==> src/rtl/packer_nto64.sv <==
// packer_nto64
// Concatenates SAMPLE_W-bit samples (or NARROW_W-bit samples in narrow mode)
// into a gap-free MSB-first bitstream and cuts it into 64-bit words. Words are
// buffered in a first-word-fall-through queue of OUT_DEPTH entries.
//
// Ports
//   clk, reset_n     : sole clock, asynchronous active-low reset
//   enable           : low = idle, accumulator and queue cleared
//   capture_start    : pulse, clears capture state and latches I_narrow_mode
//   capture_done     : pulse, ends the capture and flushes the partial word
//   I_narrow_mode    : 1 = samples are I_data[NARROW_W-1:0]
//   I_data, I_wr     : sample and its strobe
//   O_data/O_last/O_bits : head word, final-partial flag, valid MSB bit count
//   O_valid, O_ready : output handshake
//   O_overflow       : sticky, a word was dropped on a full queue
//   O_words          : words pushed since capture_start (wrapping)
//   flush_done       : one-cycle pulse once the flush is done and queue empty
//   o_dbg_state      : current FSM state (IDLE=0, RUN=1, FLUSH=2, DRAIN=3)
//
// Handshake: the head word is transferred on every rising edge where
// O_valid && O_ready; O_data/O_last/O_bits are stable while O_valid is high
// and not accepted, and O_valid does not depend on O_ready.
module packer_nto64 #(
   parameter int SAMPLE_W  = 18,
   parameter int NARROW_W  = 8,
   parameter int OUT_DEPTH = 4
) (
   input  logic                clk,
   input  logic                reset_n,
   input  logic                enable,
   input  logic                capture_start,
   input  logic                capture_done,
   input  logic                I_narrow_mode,
   input  logic [SAMPLE_W-1:0] I_data,
   input  logic                I_wr,
   output logic [63:0]         O_data,
   output logic                O_valid,
   input  logic                O_ready,
   output logic                O_last,
   output logic [6:0]          O_bits,
   output logic                O_overflow,
   output logic [15:0]         O_words,
   output logic                flush_done,
   output logic [1:0]          o_dbg_state
);

   // One bit short of 64+SAMPLE_W: the fill is at most 63 before an append.
   localparam int ACC_W = 64 + SAMPLE_W - 1;
   localparam int AW    = $clog2(OUT_DEPTH);

   typedef enum logic [1:0] {
      S_IDLE  = 2'd0,
      S_RUN   = 2'd1,
      S_FLUSH = 2'd2,
      S_DRAIN = 2'd3
   } state_t;

   state_t              r_state;
   state_t              w_state_nxt;

   logic [ACC_W-1:0]    r_acc;
   logic [6:0]          r_fill;
   logic                r_narrow;

   // Word staged for the queue; written one edge after it is formed.
   logic                r_push_vld;
   logic [63:0]         r_push_data;
   logic                r_push_last;
   logic [6:0]          r_push_bits;

   logic [71:0]         r_mem [OUT_DEPTH];
   logic [AW:0]         r_wr_ptr;
   logic [AW:0]         r_rd_ptr;

   logic                w_empty;
   logic                w_full;
   logic                w_pop;
   logic                w_clear;
   logic                w_push_ok;
   logic                w_drop;
   logic                w_drained;
   logic [71:0]         w_head;

   logic [7:0]          w_width;
   logic [SAMPLE_W-1:0] w_narrow_ext;
   logic [SAMPLE_W-1:0] w_sample_left;
   logic [ACC_W-1:0]    w_ins;
   logic [ACC_W-1:0]    w_acc_sum;
   logic [ACC_W-1:0]    w_acc_rem;
   logic [7:0]          w_fill_sum;

   // ---------------------------------------------------------------- queue
   always_comb begin
      w_empty   = (r_wr_ptr == r_rd_ptr);
      w_full    = (r_wr_ptr[AW] != r_rd_ptr[AW]) &&
                  (r_wr_ptr[AW-1:0] == r_rd_ptr[AW-1:0]);
      w_pop     = !w_empty && O_ready;
      w_clear   = !enable || capture_start;
      // A pop in the same cycle frees the slot, so a full queue still accepts.
      w_push_ok = r_push_vld && (!w_full || w_pop);
      w_drop    = r_push_vld && w_full && !w_pop;
      w_drained = w_empty && !r_push_vld;
      w_head    = r_mem[r_rd_ptr[AW-1:0]];
   end

   always_comb begin
      O_valid = !w_empty;
      O_data  = '0;
      O_last  = 1'b0;
      O_bits  = '0;
      if (!w_empty) begin
         O_data = w_head[71:8];
         O_last = w_head[7];
         O_bits = w_head[6:0];
      end
   end

   // ------------------------------------------------------------ packing
   always_comb begin
      w_width       = r_narrow ? 8'(NARROW_W) : 8'(SAMPLE_W);
      w_narrow_ext  = '0;
      w_narrow_ext[NARROW_W-1:0] = I_data[NARROW_W-1:0];
      // Left-align the sample so both modes append from the same MSB position.
      w_sample_left = r_narrow ? (w_narrow_ext << (SAMPLE_W - NARROW_W)) : I_data;
      w_ins         = {w_sample_left, {(ACC_W-SAMPLE_W){1'b0}}} >> r_fill;
      w_acc_sum     = r_acc | w_ins;
      w_acc_rem     = w_acc_sum << 64;
      w_fill_sum    = {1'b0, r_fill} + w_width;
   end

   // ---------------------------------------------------------------- FSM
   always_ff @(posedge clk or negedge reset_n) begin
      if (!reset_n) r_state <= S_IDLE;
      else          r_state <= w_state_nxt;
   end

   always_comb begin
      w_state_nxt = r_state;
      flush_done  = 1'b0;
      if (!enable) begin
         w_state_nxt = S_IDLE;
      end else if (capture_start) begin
         w_state_nxt = S_RUN;
      end else begin
         case (r_state)
            S_IDLE:  w_state_nxt = S_IDLE;
            S_RUN:   if (capture_done) w_state_nxt = S_FLUSH;
            S_FLUSH: w_state_nxt = S_DRAIN;
            S_DRAIN: begin
               if (w_drained) begin
                  flush_done  = 1'b1;
                  w_state_nxt = S_IDLE;
               end
            end
            default: w_state_nxt = S_IDLE;
         endcase
      end
   end

   assign o_dbg_state = r_state;

   // -------------------------------------------------- accumulator / staging
   always_ff @(posedge clk or negedge reset_n) begin
      if (!reset_n) begin
         r_acc       <= '0;
         r_fill      <= '0;
         r_narrow    <= 1'b0;
         r_push_vld  <= 1'b0;
         r_push_data <= '0;
         r_push_last <= 1'b0;
         r_push_bits <= '0;
      end else if (w_clear) begin
         r_acc       <= '0;
         r_fill      <= '0;
         r_push_vld  <= 1'b0;
         r_push_data <= '0;
         r_push_last <= 1'b0;
         r_push_bits <= '0;
         if (enable) r_narrow <= I_narrow_mode;
      end else begin
         r_push_vld <= 1'b0;
         if (r_state == S_RUN && I_wr) begin
            if (w_fill_sum >= 8'd64) begin
               r_push_vld  <= 1'b1;
               r_push_data <= w_acc_sum[ACC_W-1 -: 64];
               r_push_last <= 1'b0;
               r_push_bits <= 7'd64;
               r_acc       <= w_acc_rem;
               r_fill      <= 7'(w_fill_sum - 8'd64);
            end else begin
               r_acc  <= w_acc_sum;
               r_fill <= w_fill_sum[6:0];
            end
         end else if (r_state == S_FLUSH && r_fill != 7'd0) begin
            // Bits below the fill are already zero, so this is zero-padded.
            r_push_vld  <= 1'b1;
            r_push_data <= r_acc[ACC_W-1 -: 64];
            r_push_last <= 1'b1;
            r_push_bits <= r_fill;
            r_acc       <= '0;
            r_fill      <= '0;
         end
      end
   end

   // ------------------------------------------------ queue pointers / stats
   always_ff @(posedge clk or negedge reset_n) begin
      if (!reset_n) begin
         r_wr_ptr   <= '0;
         r_rd_ptr   <= '0;
         O_overflow <= 1'b0;
         O_words    <= '0;
      end else if (!enable) begin
         r_wr_ptr <= '0;
         r_rd_ptr <= '0;
      end else if (capture_start) begin
         r_wr_ptr   <= '0;
         r_rd_ptr   <= '0;
         O_overflow <= 1'b0;
         O_words    <= '0;
      end else begin
         if (w_push_ok) begin
            r_wr_ptr <= r_wr_ptr + 1'b1;
            O_words  <= O_words + 16'd1;
         end
         if (w_pop)  r_rd_ptr   <= r_rd_ptr + 1'b1;
         if (w_drop) O_overflow <= 1'b1;
      end
   end

   // Storage needs no reset: entries are only visible through O_valid.
   always_ff @(posedge clk) begin
      if (!w_clear && w_push_ok)
         r_mem[r_wr_ptr[AW-1:0]] <= {r_push_data, r_push_last, r_push_bits};
   end

endmodule

==> config.mk <==
export PLATFORM = sky130hd
export DESIGN_NAME = packer_nto64
export DESIGN_NICKNAME = d
export VERILOG_FILES = /design/src/rtl/packer_nto64.sv
export SDC_FILE = /design/constraint.sdc
export NUM_CORES = 1
export LEC_CHECK = 0
export BUFFER_PORTS_ARGS = -buffer_cell sky130_fd_sc_hd__buf_2
export CELL_PAD_IN_SITES_DETAIL_PLACEMENT = 1
export CELL_PAD_IN_SITES_GLOBAL_PLACEMENT = 2
export CORE_MARGIN = 5
export CORE_UTILIZATION = 26
export CTS_CLUSTER_SIZE = 16
export DETAILED_ROUTE_END_ITERATION = 8
export PLACE_DENSITY_LB_ADDON = 0.25
export SYNTH_ARGS = -nofsm -noshare
export SYNTH_HDL_FRONTEND = slang
export SYNTH_SLANG_ARGS = --single-unit
==> constraint.sdc <==
create_clock -name clk -period 3.6 [get_ports clk]
set_input_delay 0.18 -clock clk [delete_from_list [all_inputs] [get_ports clk]]
set_output_delay 0.18 -clock clk [all_outputs]
set_load 0.05 [all_outputs]
==> impl_metrics.csv, run 1 <==
group,metric,value,unit
status,status,"finished clean",
place,place.gp.congestion,0.861,
flow_run,drv_cap,0,
setup_path,worstPathArrival,3.91,ns
routing,drt-total-wl,62.6,mm
final_layout,diodes,0,
sta,drv_slew,0,
grt,grt.overflow.total,0,
place,port-buffer-count,118,
setup_path,critPathCaptureType,"register",
synthesis,synth_cell_types,69,
final_layout,drive_above_1_share,0.228,
setup_path,cp.buffers_inverters,2,
clocking,clock_path_buffers,3,
sta,tightest_slew,1.19,ns
setup_path,critPathSlowestCell,"nor2_1",
grt,grt_max_degree,97,
grt,grt_antenna_before_repair,2,
final_layout,stdcell_area,24400,um2
sta,slew-limit-headroom,0.199,
routing,drc,0,
sta,finClkSkew,0.0272,ns
sta,fin_setup_tns,0,ns
floorplanning,start_util,0.263,
synthesis,synth-async-reset-ratio,0.392,
place,postPlaceCellArea,22600,um2
synthesis,syn_nets,1497,
clocking,htreeDepth,2,
clocking,root_buffer,"clkbuf_16",
synthesis,synth_top_cell_area_share,0.425,
clocking,insertion_delay,0.60,ns
power_and_ir_drop,cellPowerDensity,472,nW/um2
setup_path,critPathMaxStageDelay,0.61,ns
sta,holdWs,0.145,ns
floorplanning,die_area,84100,um2
setup_path,timing.critical_path.cells,"inv_1, ha_1, and2_1, buf_4, nor2_1, nand2_1, nand2_4, nand2_1, o21ai_0",
floorplanning,io_pins,119,
place,post-dp-hpwl,42.3,mm
clocking,cts.sinks,474,
grt,grt_usage,0.145,
routing,vias,13325,
clocking,cts_tree,"yes",
clocking,postCtsSetupRepairBufs,0,
synthesis,ys_ff_latch,474,
synthesis,synth_warnings,0,
power_and_ir_drop,power,0.0115,W
synthesis,syn_avg_cell_area,14.0,um2
clocking,cts.reportedPaths.clkPinSlew,0.06,ns
setup_path,path_common_cell,"nand2_1",
grt,grt_pass1_vias,14256,
sta,fin_crit_sh,0.949,
floorplanning,core,77600,um2
synthesis,yosys_most_used_dff,"edfxtp_1",
routing,dr.pass1.iters,5,
synthesis,yosysTopAreaCell,"edfxtp_1",
grt,grt_pass1_wl,95.2,mm
sta,min_period,3.42,ns
synthesis,synthCells,1458,
synthesis,synth_common_cells,"edfxtp_1, dfrtp_1, nand2_1",
floorplanning,die_y,290,um
final_layout,nets,1660,
synthesis,seq_area_frac_synth,0.653,
floorplanning,rows,102,
final_layout,syn_to_final_growth,19.6,%
synthesis,synth_area,20400,um2
sta,hold_viol,0,
setup_path,path_delay_family,"simple AND/OR/NAND/NOR gates",
power_and_ir_drop,ir_drop,0.359,mV
setup_path,cp_data_required_time,4.09,ns
floorplanning,fp.dieW,290,um
sta,final-setup-viol-count,0,
routing,drtAntennaViolNets,0,
routing,viasPerCell,4.93,
synthesis,synth.most_common_cell,"edfxtp_1",
sta,rsz0062_at_grt,"false",
setup_path,crit_type,"reg -> reg",
setup_path,critPathLaunchType,"register",
synthesis,yosys-top-cells-area,"edfxtp_1, dfrtp_1, mux4_2, o21ai_0, and2_1",
power_and_ir_drop,p_leak,9.30,nW
routing,drt-initial-drc-count,1017,
routing,routedWlPerCell,23.2,um
clocking,numCtsBuffers,51,
sta,max_freq,293,MHz
hold_path,worstHoldPathType,"in -> reg",
setup_path,path_max_fanout,35,
synthesis,synth_edf_count,288,
==> power breakdown <==
part / total (W) / internal, W / switching, W
registers: 0.00574 / 0.00573 / 0.00000735
logic: 0.000531 / 0.000154 / 0.000378
clock network: 0.00523 / 0.00302 / 0.00220
==> per-layer routing <==
layer  up-vias  track usage  routed length [um]
met1      7019        0.204               29300
met5         -            0                  14
met3        71       0.0223                2420
met2       278        0.231               29000
li1       5955            -                   -
met4         2       0.0449                1860
==> logic make-up after synthesis <==
logic type / after synthesis / synth area share
AO/OA/AOI/OAI: 357 / 0.121
buffers and inverters: 108 / 0.0228
multiplexers: 104 / 0.0979
flip-flops: 474 / 0.653
XOR/XNOR: 8 / 0.00344
adder cells (fa/ha/maj): 13 / 0.00798
AND/OR/NAND/NOR: 394 / 0.0934
==> sequential cells by signal (all words and copies together) (netlist names) <==
register and cells:
r_wr_ptr 3, r_rd_ptr 3, r_mem 288, r_acc 81, O_overflow 1, O_words 16, r_push_bits 7, r_push_data 64
r_narrow 1, o_dbg_state 2, r_push_last 1, r_fill 6, r_push_vld 1
==> metrics by stage <==
stage | utilization | cells | setup WS, ns
2_1_floorplan | - | 1458 | 0.344
3_3_place_gp | 0.291 | 2600 | 0.0871
3_5_place_dp | 0.291 | 2600 | 0.130
4_1_cts | 0.314 | 2703 | 0.0962
5_1_grt | 0.314 | 2703 | 0.0159
6_report | 0.314 | 2703 | 0.182
==> cell usage in the layout, fill, tap and decap left out, drive strengths merged, types with 58 or more instances in the layout <==
master,netlist,final
edfxtp,288,288
mux4,74,74
clkbuf,49,74
nand2,130,130
nor2,98,98
a21oi,58,58
o21ai,102,102
buf,34,184
and2,81,81
dfrtp,186,186
==> path summary, 6_finish.rpt <==
| check | from | end | slack [ns] | cells past startpoint |
|---|---|---|---|---|
| worst max-delay path | o_dbg_state[1] | r_acc[22] | 0.18 | 9 |
| worst min-delay path | capture_done | o_dbg_state[1] | 0.14 | 4 |
| worst max register to register | o_dbg_state[1] | r_acc[22] | 0.18 | 9 |
| worst min register to register | r_acc[42] | r_push_data[25] | 0.48 | 2 |
| max in group asynchronous | reset_n | r_acc[2] | 2.39 | 3 |
| min in group asynchronous | reset_n | r_push_bits[0] | 0.26 | 2 |
==> cell type report <==
type | instances | area (um2)
fillers | 8374 | 53200
flip-flops and latches | 474 | 13300
multi-input cells | 876 | 6650
clock buffers | 73 | 1490
repair buffers | 193 | 1330
well taps | 1040 | 1300
clock inverters | 22 | 184
inverters | 25 | 93.8
==> worst register-to-register path, delay by kind of cell (launching register included) <==
| family | cells | cell delay [ns] |
|---|---|---|
| AND/OR/NAND/NOR | 5 | 2.19 |
| flip-flops | 1 | 0.43 |
| buffers and inverters | 2 | 0.26 |
| AO/OA/AOI/OAI | 1 | 0.24 |
| adder cells (fa/ha/maj) | 1 | 0.20 |
==> what timing repair did <==
item                                   4_1_cts  5_1_grt
hold buffers                                 8        0
setup endpoints to repair                    0       14
resized for setup                            0        1
endpoints found under the hold margin      100        0
Power figures use the tool's default switching activity.
==> run 2: changes to the inputs <==
==> constraint.sdc (replaced) <==
create_clock -name clk -period 3.6 [get_ports clk]
set_input_delay 0.36 -clock clk [delete_from_list [all_inputs] [get_ports clk]]
set_output_delay 0.36 -clock clk [all_outputs]
set_load 0.05 [all_outputs]
==> run 2 against run 1 <==
Net effect: non-clock buffer count decreased by 13; sequential power about the same; wire length decreased by 1.1%; total power increased by 1.5%; global-route usage decreased by 0.14 points; largest cell class unchanged; count of clock-buffer cells in the layout increased by 9; core utilization decreased by 0.079 points; largest power group unchanged; hold slack got worse by 0.10 ns; flip-flop and latch count unchanged; worst setup slack improved by 0.15 ns; clock skew decreased by 0.013 ns.
==> impl_metrics.csv, run 2 (synthesized netlist as in run 1, its figures left out) <==
group,metric,value,unit
status,status,"finished clean",
floorplanning,die_area,84100,um2
clocking,clock_path_buffers,3,
clocking,cts.reportedPaths.clkPinSlew,0.06,ns
clocking,postCtsSetupRepairBufs,0,
sta,slew-limit-headroom,0.196,
setup_path,regToRegEndpoint,"r_push_data[27]",
final_layout,syn_to_final_growth,19.3,%
clocking,cts.sinks,474,
sta,fin_crit_sh,0.909,
final_layout,drive_above_1_share,0.222,
sta,tightest_slew,1.20,ns
setup_path,critPathCaptureType,"register",
sta,min_period,3.27,ns
floorplanning,rows,102,
power_and_ir_drop,cellPowerDensity,480,nW/um2
sta,drv_slew,0,
sta,final-setup-viol-count,0,
setup_path,worstPathArrival,3.76,ns
clocking,root_buffer,"clkbuf_16",
place,preCtsSetupSlack,0.344,ns
final_layout,finish.utilization,0.313,
setup_path,timing.critical_path.cells,"inv_1, ha_1, ha_1, a21o_1, nor4_2, or3_1, nor2_8, a21oi_4, inv_2, o21ai_0, o21ai_0",
flow_run,drv_cap,0,
grt,grt_usage,0.143,
routing,drt-total-wl,61.9,mm
clocking,cts_tree,"yes",
power_and_ir_drop,power,0.0117,W
sta,hold_viol,0,
grt,grt.overflow.total,0,
sta,rsz0062_at_grt,"false",
final_layout,final_cell_mix,"edfxtp_1, dfrtp_1, nand2_1",
place,place.gp.congestion,0.844,
routing,drtAntennaViolNets,0,
setup_path,cp_data_required_time,4.09,ns
grt,grt_antenna_before_repair,0,
clocking,insertion_delay,0.58,ns
hold_path,hold_depth,2,
sta,fin_setup_tns,0,ns
setup_path,critPathLaunchType,"register",
floorplanning,io_pins,119,
routing,dr.pass1.iters,5,
setup_path,critPathMaxStageDelay,0.61,ns
routing,viasPerCell,4.92,
floorplanning,fp.dieW,290,um
setup_path,setup.worst_path.end,"r_push_data[27]",
clocking,htreeDepth,2,
power_and_ir_drop,p_leak,9.26,nW
hold_path,worstHoldPathType,"in -> reg",
setup_path,crit_type,"reg -> reg",
sta,max_freq,306,MHz
final_layout,largest_register_ffs,288,
place,post-dp-hpwl,41.5,mm
final_layout,regArea,13300,um2
sta,finClkSkew,0.0144,ns
setup_path,critPathSlowestCell,"inv_2",
grt,grt_max_degree,102,
grt,grt_pass1_vias,14137,
power_and_ir_drop,ir_drop,0.304,mV
setup_path,r2r_slack,0.33,ns
floorplanning,core,77600,um2
place,postPlaceCellArea,22600,um2
setup_path,rr_startpoint,"r_narrow",
routing,vias,13252,
clocking,numCtsBuffers,51,
floorplanning,die_y,290,um
final_layout,final_common_cell,"edfxtp_1",
final_layout,nets,1647,
final_layout,multi_input_area,6640,um2
sta,timing.final.ws_setup,0.328,ns
place,port-buffer-count,118,
final_layout,nFillCells,8348,
routing,drc,0,
setup_path,cp-startpoint,"r_narrow",
setup_path,r2r_cells,11,
grt,grt_pass1_wl,94.6,mm
routing,routedWlPerCell,23.0,um
floorplanning,start_util,0.263,
final_layout,stdcell_area,24300,um2
routing,drt-initial-drc-count,1016,
setup_path,path_max_fanout,41,
run 2: how the worst min path moves through the flow:
stage	from	endpoint	slack, ns
finish	I_narrow_mode	r_narrow	0.04
global route	I_narrow_mode	r_narrow	0.01
CTS	I_narrow_mode	r_narrow	0.009
detailed placement	r_acc[79]	r_acc[79]	0.46
global placement	r_acc[30]	r_push_data[13]	0.45
floorplan	reset_n	O_overflow	0.06
run 2: per-stage QoR:
stage               std cells  hold WS [ns]
floorplan                1458        0.0644
global placement         2594         0.451
detailed placement       2594         0.458
CTS                      2690       0.00922
global route             2690        0.0144
finish                   2691        0.0406
run 2: layout make-up:
| type | instances | share of cell area |
|---|---|---|
| clock buffer | 82 | 0.0632 |
| timing repair buffer | 180 | 0.0501 |
| clock inverter | 13 | 0.00798 |
| multi-input combinational | 876 | 0.273 |
| antenna | 1 | 0.000103 |
| tap | 1040 | 0.0536 |
| inverter | 25 | 0.00386 |
| sequential | 474 | 0.548 |
run 2: power by group:
| group | switching (W) | leakage [nW] | internal [W] |
|---|---|---|---|
| logic | 0.000379 | 3.11 | 0.000147 |
| clock network | 0.00213 | 0.841 | 0.00327 |
| registers | 0.00000694 | 5.30 | 0.00573 |
run 2: per-layer routing:
metal,wire length (um),share of wire,GRT usage
met3,2280,0.037,0.0204
met4,1130,0.018,0.0296
met5,0,0,0
met1,29300,0.47,0.205
met2,29200,0.47,0.234
run 2: worst max-delay path, delay by kind of cell (launching register included):
| family | cells | cell delay (ns) |
|---|---|---|
| flops | 1 | 0.40 |
| compound gates | 4 | 0.62 |
| fa+ha+maj | 2 | 0.52 |
| buf+inv | 2 | 0.80 |
| simple gates | 3 | 0.80 |
run 2: what timing repair did:
action | 4_1_cts | 5_1_grt
resized for setup | 0 | 0
hold buffers | 1 | 0
hold endpoints to repair | 99 | 0
